[config.mk]
export PLATFORM = sky130hd
export DESIGN_NAME = inv_shift_rows
export DESIGN_NICKNAME = d
export VERILOG_FILES = /design/src/rtl/aes_pkg.sv /design/src/rtl/inv_shift_rows_perm.sv /design/src/rtl/inv_shift_rows.sv
export SDC_FILE = /design/constraint.sdc
export NUM_CORES = 1
export LEC_CHECK = 0
export ABC_AREA = 0
export CAP_MARGIN = 0
export CORE_MARGIN = 4
export CORE_UTILIZATION = 39
export CTS_BUF_LIST = sky130_fd_sc_hd__clkbuf_8
export DETAILED_ROUTE_END_ITERATION = 7
export PLACE_DENSITY = 0.76
export REMOVE_ABC_BUFFERS = 1
export SYNTH_ARGS = -nofsm -noshare
export SYNTH_HDL_FRONTEND = slang
export SYNTH_HIERARCHICAL = 1
export SYNTH_SLANG_ARGS = --single-unit
[constraint.sdc]
create_clock -name clk -period 6.8 [get_ports clk]
set_input_delay 0.68 -clock clk [delete_from_list [all_inputs] [get_ports clk]]
set_output_delay 0.68 -clock clk [all_outputs]
set_load 0.02 [all_outputs]
[src/rtl/aes_pkg.sv]
// Shared AES state types and the byte numbering used by the decryption datapath.
// Byte k lives at data[127-8k -: 8]; state position (row r, col c) holds byte k = 4c + r.
package aes_pkg;

    localparam int NB      = 4;
    localparam int STATE_W = 128;

    typedef logic [7:0] byte_t;
    typedef byte_t      state_t [NB][NB];

    function automatic state_t unpack_state(input logic [STATE_W-1:0] vec);
        state_t s;
        for (int c = 0; c < NB; c++) begin
            for (int r = 0; r < NB; r++) begin
                s[c][r] = vec[STATE_W-1-8*(NB*c+r) -: 8];
            end
        end
        return s;
    endfunction

    function automatic logic [STATE_W-1:0] pack_state(input state_t s);
        logic [STATE_W-1:0] vec;
        vec = '0;
        for (int c = 0; c < NB; c++) begin
            for (int r = 0; r < NB; r++) begin
                vec[STATE_W-1-8*(NB*c+r) -: 8] = s[c][r];
            end
        end
        return vec;
    endfunction

endpackage

[src/rtl/inv_shift_rows_perm.sv]
// Combinational byte permutation: out(r,c) = in(r, (c - r - 1) mod 4).
// This is InvShiftRows followed by a one-column rotation of the whole state.
module inv_shift_rows_perm
    import aes_pkg::*;
(
    input  logic [STATE_W-1:0] data_in,
    output logic [STATE_W-1:0] data_out
);

    state_t s_in;
    state_t s_out;

    always_comb begin
        s_in = unpack_state(data_in);
        for (int c = 0; c < NB; c++) begin
            for (int r = 0; r < NB; r++) begin
                // +2*NB keeps the modulo operand non-negative
                s_out[c][r] = s_in[(c - r - 1 + 2*NB) % NB][r];
            end
        end
        data_out = pack_state(s_out);
    end

endmodule

[src/rtl/inv_shift_rows.sv]
// Registered InvShiftRows stage (with column rotation) carrying a valid flag, latency 1.
// Defining INV_SHIFT_ROWS_COMB_OUT_EN adds the unregistered data_comb output.
module inv_shift_rows
    import aes_pkg::*;
#(
    parameter int DATA_W = 128
) (
    input  logic              clk,
    input  logic              rst,
    input  logic              in_valid,
    input  logic [DATA_W-1:0] data_in,
`ifdef INV_SHIFT_ROWS_COMB_OUT_EN
    output logic [DATA_W-1:0] data_comb,
`endif
    output logic              out_valid,
    output logic [DATA_W-1:0] data_out
);

    generate
        if (DATA_W != STATE_W) begin : g_width_check
            $error("inv_shift_rows: DATA_W must be 128");
        end
    endgenerate

    logic [STATE_W-1:0] perm_data;

    inv_shift_rows_perm u_perm (
        .data_in  (data_in),
        .data_out (perm_data)
    );

`ifdef INV_SHIFT_ROWS_COMB_OUT_EN
    assign data_comb = perm_data;
`endif

    // data_out only loads on a valid beat so it holds through bubbles
    always_ff @(posedge clk or posedge rst) begin
        if (rst) begin
            out_valid <= 1'b0;
            data_out  <= '0;
        end else begin
            out_valid <= (in_valid === 1'b1);
            if (in_valid) begin
                data_out <= perm_data;
            end
        end
    end

endmodule

==> results.md <==
- Status: completed
- DP HPWL: 9.24 mm
- Post-cts gate resize count: 0
- Core Rows: 44
- Routed vias/inst: 4.48
- Largest net degree at the start of global routing: 68
- Worst Path Max Fanout: 67
- Overflow after GRT: 0
- Synth unique cells: 6
- CTS Root Cell: clkbuf_8
- Minimum clock period: 2.21 ns
- Seq/Total Area, Yosys: 55.5%
- Drt initial violations: 64
- Req. time, crit path: 7.11 ns
- Highest-count cells in the layout ignoring fill and taps: 258 x clkdlybuf4s50_1, 129 x dfrtp_1, 128 x mux2_2
- Max-Cap Viols: 0
- Residual DRC: 0
- Die area: 16900 sq um
- Initial antenna violation count: 0
- Synth Cell Area: 5810 sq um
- Drt wl/cell: 16.9 um
- Reg2reg path depth: 1
- Post-CTS Repair Setup Buffers: 0
- RSZ-0062 raised after global routing: false
- CP Class: primary input to flop
- Rel. slew slack: 44.3%
- Setup TNS: 0 ns
- Post-synthesis register bit count: 129
- H-tree depth: 4
- Initial Util: 39.8%
- CTS tree: yes
- CP Launch Type: primary input
- Fill cells: 1176
- Hold WS: 0.504 ns
- Syn avg cell area: 14.5 sq um
- CTS Buf Count: 17
- Slew @ Worst Pin: 0.836 ns
- Synth-to-layout area growth: 36.7%
- Clock-pin slew on the worst setup and hold paths: 0.07 ns
- Fin Clk Skew: 0 ns
- Final setup fails: 0
- Hold buffers post-CTS: 0
- Count of final hold-check violations: 0
- DIE HEIGHT: 130 um
- ANT nets after route: 0
- Skew-Pair Late Insertion Delay: 0.43 ns
- Final slew viol count: 0
- Global-route usage over all layers: 14.8%
- VDD IR max: 0.000130 V
- Gpl congestion: 0.687
- Synth Instances: 400
- Critical path arrival: 2.52 ns
- Power density cells: 258 nW/um^2
- Number of global-route vias before repair: 3705
- Hold crit path type: flop to flop
- Layout cells sized above 1: 29.6%
- Die W: 130 um
- TritonRoute pass-1 iters: 4
- Hold Path Depth: 1
- Tcrit/Tclk final: 32.4%
- Vias: 3291
- Nets: 669
- Fmax: 453 MHz
- Core Box Area: 14600 sq um
- Static Leak: 3.26 nW
- Clock Path Buffers: 2
- Synth Warn #: 6
- Diodes inserted: 0
- Routed WL: 12.4 mm
- First-pass GRT wire length: 19.1 mm
- Commonest non-fill, non-tap cell in the layout: clkdlybuf4s50_1
- Crit. End Element: flop
- Port-buffer cells: 259
- CTS sink count: 129
- I/O pins: 260
## flip-flops by register name, indices dropped and copies added, names as in the netlist
name	count
out_valid	1
data_out	128
## power breakdown
group	internal [W]	switching, W	total, W
combinational	0.000259	0.000195	0.000454
sequential	0.000844	0.0000397	0.000883
clock	0.000408	0.000302	0.000711
total	0.00151	0.000537	0.00205
## worst paths after layout
kind | startpoint | end | slack [ns]
min reg2reg | data_out[36] | data_out[36] | 0.50
max reg2reg | data_out[17] | data_out[17] | 6.02
min in group asynchronous | rst | data_out[124] | 0.75
min | data_out[36] | data_out[36] | 0.50
max | in_valid | data_out[112] | 4.59
max in group asynchronous | rst | data_out[97] | 4.67
## stage by stage
| stage | instance area, sq um | total power, W | worst slack, ns | utilization [%] | std cells |
|---|---|---|---|---|---|
| after global placement | 7510 | 0.00135 | 4.17 | 51.5 | 703 |
| after global routing | 7950 | 0.00215 | 4.41 | 54.5 | 735 |
| final | 7950 | 0.00205 | 4.59 | 54.5 | 735 |
| after floorplan | 4670 | 0.00108 | 2.68 | - | 258 |
| after CTS | 7950 | 0.00209 | 4.60 | 54.5 | 735 |
| after detailed placement | 7510 | 0.00136 | 4.10 | 51.5 | 703 |
## cells in the mapped netlist
library cell	count	area, sq um
dfrtp_1	129	3230
inv_1	1	3.75
buf_4	128	961
clkbuf_8	8	110
mux2_2	128	1440
buf_6	6	67.6
## critical path, stage by stage
cell    delay, ns
buf_4        0.57
buf_4        0.76
mux2_2       0.42
## cell type report
type | count | area (sq um) | area share [%]
Sequential cell | 129 | 3230 | 40.6
Timing Repair Buffer | 261 | 2610 | 32.8
Multi-Input combinational cell | 128 | 1440 | 18.1
Clock buffer | 18 | 248 | 3.12
Tap cell | 184 | 230 | 2.90
Clock inverter | 14 | 189 | 2.38
Inverter | 1 | 6.26 | 0.0787
## layer usage
metal	up-vias	share of wire (%)	GRT usage (%)
li1	1501	-	-
met1	1594	36	16.2
met2	164	50	24.4
met3	32	10	5.85
met4	0	3.9	8.56
met5	-	0	0
## kinds of logic (layout without fill, tap and decap cells)
family,count (synthesis),in the layout,share of synthesized area [%]
buffers and inverters,143,294,19.7
flip-flops,129,129,55.5
multiplexers,128,128,24.8
(Power assumes the default switching activity.)
